<file path="config.mk">
export PLATFORM = sky130hd
export DESIGN_NAME = jk_seq_ctrl
export DESIGN_NICKNAME = d
export VERILOG_FILES = /design/src/rtl/jk_seq_ctrl.sv
export SDC_FILE = /design/constraint.sdc
export NUM_CORES = 1
export LEC_CHECK = 0
export CORE_ASPECT_RATIO = 1.25
export CORE_MARGIN = 1
export CORE_UTILIZATION = 45
export CTS_CLUSTER_DIAMETER = 30
export CTS_CLUSTER_SIZE = 40
export DETAILED_ROUTE_END_ITERATION = 8
export HOLD_SLACK_MARGIN = 0.02
export PLACE_DENSITY = 0.73
export SYNTH_ARGS = -nofsm -noshare
export SYNTH_HDL_FRONTEND = slang
export SYNTH_SLANG_ARGS = --single-unit
</file>
<file path="constraint.sdc">
create_clock -name Clk -period 3.39 [get_ports Clk]
set_input_delay 0.678 -clock Clk [delete_from_list [all_inputs] [get_ports Clk]]
set_output_delay 0.678 -clock Clk [all_outputs]
set_load 0.1 [all_outputs]
</file>
<file path="src/rtl/jk_seq_ctrl.sv">
// Command sequencer for a bank of J-K flip-flops: computes J/K excitation toward
// the target state of each step and applies it to the internally held bank.
//
// state | meaning
// IDLE  | waiting for a command, cmd_ready high
// RUN   | one excitation step per clock, remaining counts down to 1
// DONE  | one-cycle completion pulse before returning to IDLE
module jk_seq_ctrl #(
  parameter int WIDTH = 4,
  parameter int CNT_W = 8
) (
  input  logic             Clk,
  input  logic             Rst,
  input  logic             cmd_valid,
  output logic             cmd_ready,
  input  logic [2:0]       cmd_op,
  input  logic [WIDTH-1:0] cmd_data,
  input  logic [CNT_W-1:0] cmd_rpt,
  output logic [WIDTH-1:0] J,
  output logic [WIDTH-1:0] K,
  output logic [WIDTH-1:0] Q,
  output logic             busy,
  output logic             done,
  output logic             wrap,
  output logic             err
);

  typedef enum logic [1:0] {IDLE, RUN, DONE} state_t;

  localparam logic [2:0] OP_HOLD   = 3'b000;
  localparam logic [2:0] OP_LOAD   = 3'b001;
  localparam logic [2:0] OP_INC    = 3'b010;
  localparam logic [2:0] OP_DEC    = 3'b011;
  localparam logic [2:0] OP_TOGGLE = 3'b100;
  localparam logic [2:0] OP_CLEAR  = 3'b101;
  localparam logic [2:0] OP_SHIFTL = 3'b110;
  localparam logic [2:0] OP_RSVD   = 3'b111;

  state_t             state, state_nxt;
  logic [CNT_W-1:0]   remaining, remaining_nxt;
  logic [2:0]         op_q;
  logic [WIDTH-1:0]   data_q;
  logic [WIDTH-1:0]   q_r;
  logic [WIDTH-1:0]   tgt;
  logic               accept;
  logic               run;
  logic               wrap_nxt;

  assign run    = (state == RUN);
  assign accept = cmd_valid & cmd_ready;
  assign busy   = (state != IDLE);
  assign Q      = q_r;

  always_comb begin
    tgt = q_r;
    unique case (op_q)
      OP_HOLD:   tgt = q_r;
      OP_LOAD:   tgt = data_q;
      OP_INC:    tgt = q_r + WIDTH'(1);
      OP_DEC:    tgt = q_r - WIDTH'(1);
      OP_TOGGLE: tgt = q_r ^ data_q;
      OP_CLEAR:  tgt = '0;
      OP_SHIFTL: tgt = {q_r[WIDTH-2:0], data_q[0]};
      OP_RSVD:   tgt = q_r;
    endcase
  end

  // Excitation is forced to hold outside RUN so an external bank stays put.
  assign J = run ? (tgt & ~q_r) : '0;
  assign K = run ? (~tgt & q_r) : '0;

  assign wrap_nxt = run & (((op_q == OP_INC) & (&q_r)) | ((op_q == OP_DEC) & ~(|q_r)));

  always_comb begin
    state_nxt     = state;
    remaining_nxt = remaining;
    cmd_ready     = 1'b0;
    done          = 1'b0;
    unique case (state)
      IDLE: begin
        cmd_ready = Rst;
        if (accept) begin
          state_nxt     = RUN;
          remaining_nxt = (cmd_rpt == '0) ? CNT_W'(1) : cmd_rpt;
        end
      end
      RUN: begin
        remaining_nxt = remaining - CNT_W'(1);
        if (remaining == CNT_W'(1)) state_nxt = DONE;
      end
      DONE: begin
        done      = 1'b1;
        state_nxt = IDLE;
      end
      default: state_nxt = IDLE;
    endcase
  end

  always_ff @(posedge Clk or negedge Rst) begin
    if (!Rst) begin
      state     <= IDLE;
      remaining <= '0;
      op_q      <= OP_HOLD;
      data_q    <= '0;
      q_r       <= '0;
      wrap      <= 1'b0;
      err       <= 1'b0;
    end else begin
      state     <= state_nxt;
      remaining <= remaining_nxt;
      wrap      <= wrap_nxt;
      if (accept) begin
        op_q   <= cmd_op;
        data_q <= cmd_data;
        if (cmd_op == OP_RSVD) err <= 1'b1;
      end
      if (run) q_r <= (J & ~q_r) | (~K & q_r);
    end
  end

endmodule
</file>
==> results.txt, run 1 <==
Status: finished clean
Achievable Freq: 0.299 GHz
Headroom to the max-slew limit: 35.1%
Die W: 54.1 µm
Crit path from: op_q[2]
Post-CTS Setup Bufs: 0
Slew Limit Fails: 0
Fin Setup TNS: 0 ps
Dpl ws: 351 ps
Worst r2r src: op_q[2]
Crit-path leading delay family: simple AND/OR/NAND/NOR gates
Die height: 67.2 µm
WP data required: 2710 ps
Seq/Total Area, Yosys: 37.6%
TritonCTS clock tree: done
WL met2: 2050 µm
Ys flop type: dfrtp_1
Hold path start: err
Area delta synth->final: 32.3%
Via Count: 1493
DR iter-0 viols: 51
Syn_area_per_cell: 8.26 µm²
Antenna viol nets, final: 0
Total core area: 0.00322 mm²
Mapped Area: 0.00153 mm²
DRC violations left: 0
Worst Clk Skew: 3.12 ps
Fillers: 281
Clk buf depth: 2
Total track usage: 22.0%
Critical Path Source Type: flip-flop
Commonest non-fill, non-tap cell in the layout: nand2_1
Hold buffer count at cts: 0
Initial core utilization: 47.4%
Most frequent cells in the layout: nand2_1, dfrtp_1, clkdlybuf4s50_1
CP peak stage delay: 420 ps
Register area: 577 µm²
Worst Tran Pin Value: 971 ps
Fin crit share: 98.7%
Detail Placement HPWL: 2690 µm
Cell count after synthesis: 185
Vias in the first global route: 1445
Number of synthesized flops with an enable pin: 0
GR Overflow Total: 0
First drt pass iteration count: 4
Kind of critical path: reg2out
Final net count: 236
Synth Warn #: 0
Final Setup Violations: 0
H-tree depth: 1
# clock sinks: 23
I/O pins: 35
Crit path time final: 3350 ps
Worst Hold Class: reg2reg
Fin util: 62.8%
PnR worst setup slack: 42.8 ps
Antenna violations before repair: 0
Clock Latency Late Sink: 260 ps
Reg2Reg Depth: 9
WL final: 3680 µm
Met3 Wirelength: 128 µm
CP arrival: 2670 ps
DIE AREA: 0.00364 mm²
Max Fanout on Critical Path: 7
Critical path depth: 10
Share of post-route cells with drive strength above 1: 19.2%
CTS resizes: 0
R2R setup slack: 1160 ps
WP buf/inv: 2
Root Driver: clkbuf_8
GP Congestion: 0.825
IO buf count: 34
Syn_nets: 206
Avg WL per Cell: 14.7 µm
Final number of hold-violating endpoints: 0
Setup crit end kind: primary output
Met1 wire length: 1420 µm
Antenna cells: 0
Flop and latch count out of synthesis: 23
Post-synth cell types: 50
Max Used Layer: met4
Number of placement rows: 23
Vias per cell: 5.95
Reg clk slew, reported paths: 80 ps
Critical-path cell list: inv_2 -> nand3_1 -> xnor2_2 -> ha_2 -> nor2b_1 -> nor3_1 -> or3b_1 -> a21oi_4 -> and3_2 -> buf_12
Max Cap Violations: 0
Number of CTS-inserted buffers: 3
Hold Path Cell Cnt: 1
Multi-input gate area: 913 µm²
Global-route wire length before repair: 5890 µm
Largest net degree at the start of global routing: 24
FFs w/ async S/R, synth: 100%
Slowest cell on the critical path: or3b_1
-- per-stage QoR --
stage / instance area (µm²) / hold slack, ps / instances
finish: 2020 / 473 / 251
global route: 2020 / 512 / 251
CTS: 2010 / 480 / 251
detailed placement: 1960 / 461 / 247
global placement: 1960 / 453 / 247
floorplan: 1570 / 382 / 185
-- layer usage --
metal | vias up | global-route usage, %
li1 | 715 | -
met1 | 724 | 23.9
met5 | - | 0
met3 | 10 | 3.83
met4 | 0 | 9.29
met2 | 44 | 40.4
-- worst reg2reg max path, stage by stage, from the launching register on --
cell     delay [ps]
dfrtp_1         400
inv_2           110
nand3_1         160
xnor2_2         180
ha_2            230
nor2b_1         200
nor3_1           70
or3b_1          420
a21oi_4         220
mux2_2          180
-- area by class of cell --
cell class                      instances  share of cell area [%]
Multi-Input combinational cell        142                    45.1
Sequential cell                        23                    28.5
Tap cell                               37                    2.29
Clock buffer                            4                    2.23
Inverter                                5                   0.928
Timing Repair Buffer                   40                    20.9
-- cell families (layout without fill, tap and decap cells) --
family / Yosys count / in the layout / share of synthesized area (%)
XOR/XNOR: 3 / 3 / 1.72
AND/OR/NAND/NOR: 85 / 85 / 28.2
adder cells (fa/ha/maj): 3 / 3 / 2.46
flip-flops: 23 / 23 / 37.6
multiplexers: 5 / 5 / 3.44
AO/OA/AOI/OAI: 46 / 46 / 20.0
buffers and inverters: 20 / 49 / 6.47
-- path summary, 6_finish.rpt --
path,end
worst max-delay path,J[2]
worst min-delay path,err
worst max register to register,flip-flop
worst min register to register,err
max in group asynchronous,async pin
min in group asynchronous,wrap
-- Yosys cell counts, types with 2 or more instances --
library cell | number | area [µm²]
o21ai_1 | 7 | 35.0
clkbuf_1 | 3 | 11.3
and3_1 | 5 | 31.3
o21ai_0 | 4 | 20.0
xnor2_1 | 2 | 17.5
nand3_1 | 4 | 20.0
a211oi_1 | 3 | 22.5
ha_1 | 3 | 37.5
mux2_2 | 2 | 22.5
buf_2 | 10 | 50.1
or3_1 | 2 | 12.5
nor3_1 | 8 | 40.0
nor4_1 | 2 | 12.5
nor2_1 | 13 | 48.8
nor2b_1 | 4 | 25.0
nand3b_1 | 2 | 15.0
a21oi_1 | 10 | 50.1
nand2_1 | 34 | 128
a31oi_1 | 2 | 12.5
and2_1 | 3 | 18.8
dfrtp_1 | 23 | 576
o31ai_1 | 2 | 15.0
mux2i_1 | 3 | 30.0
inv_1 | 5 | 18.8
o22ai_1 | 2 | 12.5
o211ai_1 | 3 | 22.5
Power of run 1 is left out: the tool's default activity adds up to more than one toggle a clock period on the data nets, which glitch-free logic cannot reach.
==> run 2, diff against run 1 <==
--- a/config.mk
+++ b/config.mk
@@ -5,6 +5,7 @@
 export SDC_FILE = /design/constraint.sdc
 export NUM_CORES = 1
 export LEC_CHECK = 0
+export CAP_MARGIN = 20
 export CORE_ASPECT_RATIO = 1.25
 export CORE_MARGIN = 1
 export CORE_UTILIZATION = 45
==> results of run 2 <==
The final DEF is identical to that of run 1; final timing and power are the same.
Power of run 2 is left out for the same reason.
==> RTL change 1, RTL diff (flow settings as in run 1) <==
Put one more register stage on the output `err`, with the module's reset. The value now appears one clock later. The other outputs are not delayed to match.
--- a/src/rtl/jk_seq_ctrl.sv
+++ b/src/rtl/jk_seq_ctrl.sv
@@ -37,2 +37,4 @@
   localparam logic [2:0] OP_RSVD   = 3'b111;
+
+  logic err_s0;
 
@@ -106,3 +108,3 @@
       wrap      <= 1'b0;
-      err       <= 1'b0;
+      err_s0    <= 1'b0;
     end else begin
@@ -114,3 +116,3 @@
         data_q <= cmd_data;
-        if (cmd_op == OP_RSVD) err <= 1'b1;
+        if (cmd_op == OP_RSVD) err_s0 <= 1'b1;
       end
@@ -120,2 +122,10 @@
 
+  always_ff @(posedge Clk or negedge Rst) begin
+    if (!Rst) begin
+      err <= '0;
+    end else begin
+      err <= err_s0;
+    end
+  end
+
 endmodule
Function: changed (Yosys sat finds a counterexample within 4 cycles, from zero or initial values and one cycle with Rst low).
==> RTL change 1 against run 1 <==
Setup slack better by 0.31 ns; core utilization decreased by 0.60 points; highest routed layer unchanged; wire length increased by 12%; register-to-register slack improved by 0.31 ns; synthesized area rose by 5.7%; design area increased by 6.1%; sequential cell count up 1; final cell count up 3.6%; via count up 4.0%.
Power is left out: the tool's default activity adds up to more than one toggle a clock period on the data nets, which glitch-free logic cannot reach.
==> RTL change 1: results (changes against run 1) <==
status finished, final reports clean; diode count 0 (unchanged); Final GP Congestion 0.835 (+1.2%); global-route wire length before repair 7160 um (+22%); final period utilization 89.6% (-9.2 points); drt first pass iters 5 (+1); CTS clk-pin slew, worst paths 0.08 ns (about the same); R2R Setup Slk 1.47 ns (+0.31 ns); # H-tree levels 1 (unchanged); PortBufs 34 (unchanged); Setup-failing EPs final 0 (unchanged); layout cells sized above 1 17.6% (-1.5 points); Post-DP HPWL 3030 um (+13%); CP arrival 2.36 ns (-0.31 ns); all-layer global routing usage 22.7% (+0.66 points); GR Layer Usage met3 2.63% (-1.2 points); Post-CTS Setup Bufs 0 (unchanged); Final #Nets 243 (+3.0%); grt met2 use 40.0% (-0.37 points); CTS root buffer clkbuf_8; number of distinct library cells after synthesis 55 (+10%); syn nets 209 (+1.5%); grt met1 use 28.6% (+4.8 points); vias in the first global route 1601 (+11%); Num CTS Buffers 3 (unchanged); worst slack, placed 0.672 ns (+0.321 ns); Commonest cells post-synth nand2_1 (28), dfrtp_1 (24), nor2_1 (15); Least-Margin Pin Slew 0.972 ns (+0.000709 ns); initial antenna violation count 0 (unchanged); WL per Instance 15.8 um (+7.9%); Clk Latency, worst-skew pair 0.27 ns; drt via density 5.97 (+0.35%); Worst Reg-to-Reg Cells 8 (-1); largest net degree at the start of global routing 23 (-4.2%); warnings from Yosys 0 (unchanged); CP max FO 4 (-3); largest cells by area after synthesis dfrtp_1 (37%), nand2_1 (6.5%), nor2_1 (3.5%), o21ai_0 (3.1%), a21oi_1 (2.5%); Clock Tree Buf Depth 2 (unchanged); clk_skew 0.00375 ns (+0.000628 ns); post_cts resized 0 (unchanged); Min-Delay Path Class flip-flop to flip-flop; DR iter-0 viols 74 (+45%); part of the Yosys area used for sequential elements 37.2% (-0.49 points); ys async rst share 100% (unchanged); Setup crit end K[2]; Placement Cell Area 0.00209 mm2 (+6.7%); CP Launch Point op_q[2]$_DFFE_PN0P_
==> RTL change 1: metrics by stage <==
step	cells	setup TNS [ns]
floorplan	188	-0.446
global placement	256	0
detailed placement	256	0
CTS	260	0
global route	260	0
finish	260	0
==> RTL change 1: final cells by class <==
class | instances | area, um2
Timing Repair Buffer | 41 | 430
Inverter | 7 | 26.3
Tap cell | 39 | 48.8
Clock buffer | 4 | 55.1
Sequential cell | 24 | 601
Multi-Input combinational cell | 145 | 986
Fill cell | 297 | 1310
==> RTL change 1: cell families after synthesis <==
family	synth area share, %
AOI/OAI and AO/OA	21.1
muxes	2.55
DFF	37.2
and+or+nand+nor	30.4
xor gates and xnor gates	0.542
adders and majority gates	2.32
buffers and inverters	5.96
==> RTL change 1: routing by layer <==
layer,wire length [um],share of wire (%)
met5,0,0
met4,69,1.7
met3,158,3.8
met2,2070,50
met1,1820,44
==> RTL change 1: critical path, stage by stage (launching register included) <==
cell and delay, ns:
dfrtp_1 0.38, nor2b_1 0.24, nand2_1 0.11, xnor2_1 0.14, ha_1 0.20, nor3b_1 0.25
nor3_1 0.07, nand3b_1 0.26, a22o_1 0.26, buf_12 0.17
==> RTL change 1: how the worst min path moves through the flow <==
stage | cells past startpoint | start | slack, ns | to
floorplan | 0 | err_s0$_DFFE_PN0P_ | 0.36 | err$_DFF_PN0_
global placement | 0 | err_s0$_DFFE_PN0P_ | 0.37 | err$_DFF_PN0_
detailed placement | 0 | err_s0$_DFFE_PN0P_ | 0.37 | err$_DFF_PN0_
CTS | 0 | err_s0$_DFFE_PN0P_ | 0.39 | err$_DFF_PN0_
global route | 0 | err_s0$_DFFE_PN0P_ | 0.41 | err$_DFF_PN0_
finish | 0 | err_s0$_DFFE_PN0P_ | 0.39 | err$_DFF_PN0_
==> RTL change 2, RTL diff (flow settings as in run 1) <==
Without the edit above. The parameter `CNT_W` goes from 8 to 12.
--- a/src/rtl/jk_seq_ctrl.sv
+++ b/src/rtl/jk_seq_ctrl.sv
@@ -9,3 +9,3 @@
   parameter int WIDTH = 4,
-  parameter int CNT_W = 8
+  parameter int CNT_W = 12
 ) (
Ports: changed (resized cmd_rpt); port bits go from 35 to 39. The function was not compared with the original's and may differ.
==> RTL change 2 against run 1 <==
Final cell count grew 16%; design area grew 15%; synthesized area up 16%; via count is 12% higher; critical endpoint is now K[1]; first-iteration DRC count grew 59%; non-clock buffer count is 5 higher; sequential cell count is 4 higher; core utilization shrank 1.5 points; fmax is 10% higher; wire length increased by 13%; largest cell class unchanged; hold slack better by 0.0072 ns; setup slack improved by 0.31 ns.
==> RTL change 2: results (changes against run 1) <==
grt met2 use 38.1% (-2.3 points); Worst Reg-to-Reg Cells 4 (-5); CP max stage cell dfrtp_1; Least-Margin Pin Slew 0.960 ns (-0.0104 ns); XOR/XNOR Fraction of Synth Area 0.495% (-1.2 points); number of distinct library cells after synthesis 53 (+6.0%); hold slack 0.480 ns (+0.00723 ns); Final #Nets 264 (+12%); Post-DP HPWL 3080 um (+15%); cell count after synthesis 204 (+10%); layout cells sized above 1 17.6% (-1.5 points); fill cell count 341 (+21%); register area 678 um2 (+18%); Total Wirelength 4150 um (+13%); max incr delay on CP 0.38 ns (-0.04 ns); min Tclk post-route 3.04 ns (-0.308 ns); GR Layer Usage met3 2.50% (-1.3 points); syn nets 229 (+11%); DR iter-0 viols 81 (+59%); vias in the first global route 1605 (+11%); R2R Setup Slk 1.27 ns (+0.11 ns); Placement Cell Area 0.00227 mm2 (+16%); worst slack, placed 0.656 ns (+0.304 ns); Final GP Congestion 0.878 (+6.4%); status finished, final reports clean; CP max FO 3 (-4); PortBufs 38 (+12%); global-route wire length before repair 7110 um (+21%); post-synthesis mux area share 2.97% (-0.47 points); grt met1 use 26.5% (+2.6 points); Setup crit end K[1]; drt via density 5.71 (-4.1%); Synth Area in Adders 2.12% (-0.33 points); part of the Yosys area used for sequential elements 38.2% (+0.55 points); WL per Instance 14.2 um (-3.0%)
[RTL change 2: changes by cell type after synthesis, moves of 4 or more]
cell and delta:
nand2_1 -5, nor2b_1 +4, o21ai_1 -7, a21oi_1 -4, dfrtp_1 +4, o21ai_0 +6, clkbuf_1 +4, a221o_1 +4
o211ai_1 +4
[RTL change 2: worst register-to-register path, delay by kind of cell, from the launching register on]
family,cells,cell delay (ns)
DFF,1,0.43
and+or+nand+nor,2,0.90
AOI/OAI and AO/OA,2,0.69
[RTL change 2: area by class of cell]
cell class,instances,share of cell area (%)
Multi-Input combinational cell,156,45.0
Sequential cell,27,29.2
Timing Repair Buffer,45,19.8
Tap cell,54,2.91
Clock buffer,3,1.78
Inverter,6,0.971
Clock inverter,1,0.216
[RTL change 2: report_power, final]
part,switching [uW],internal (uW)
Sequential,88.3,387
Clock,103,82.5
Combinational,250,188
Total,441,658
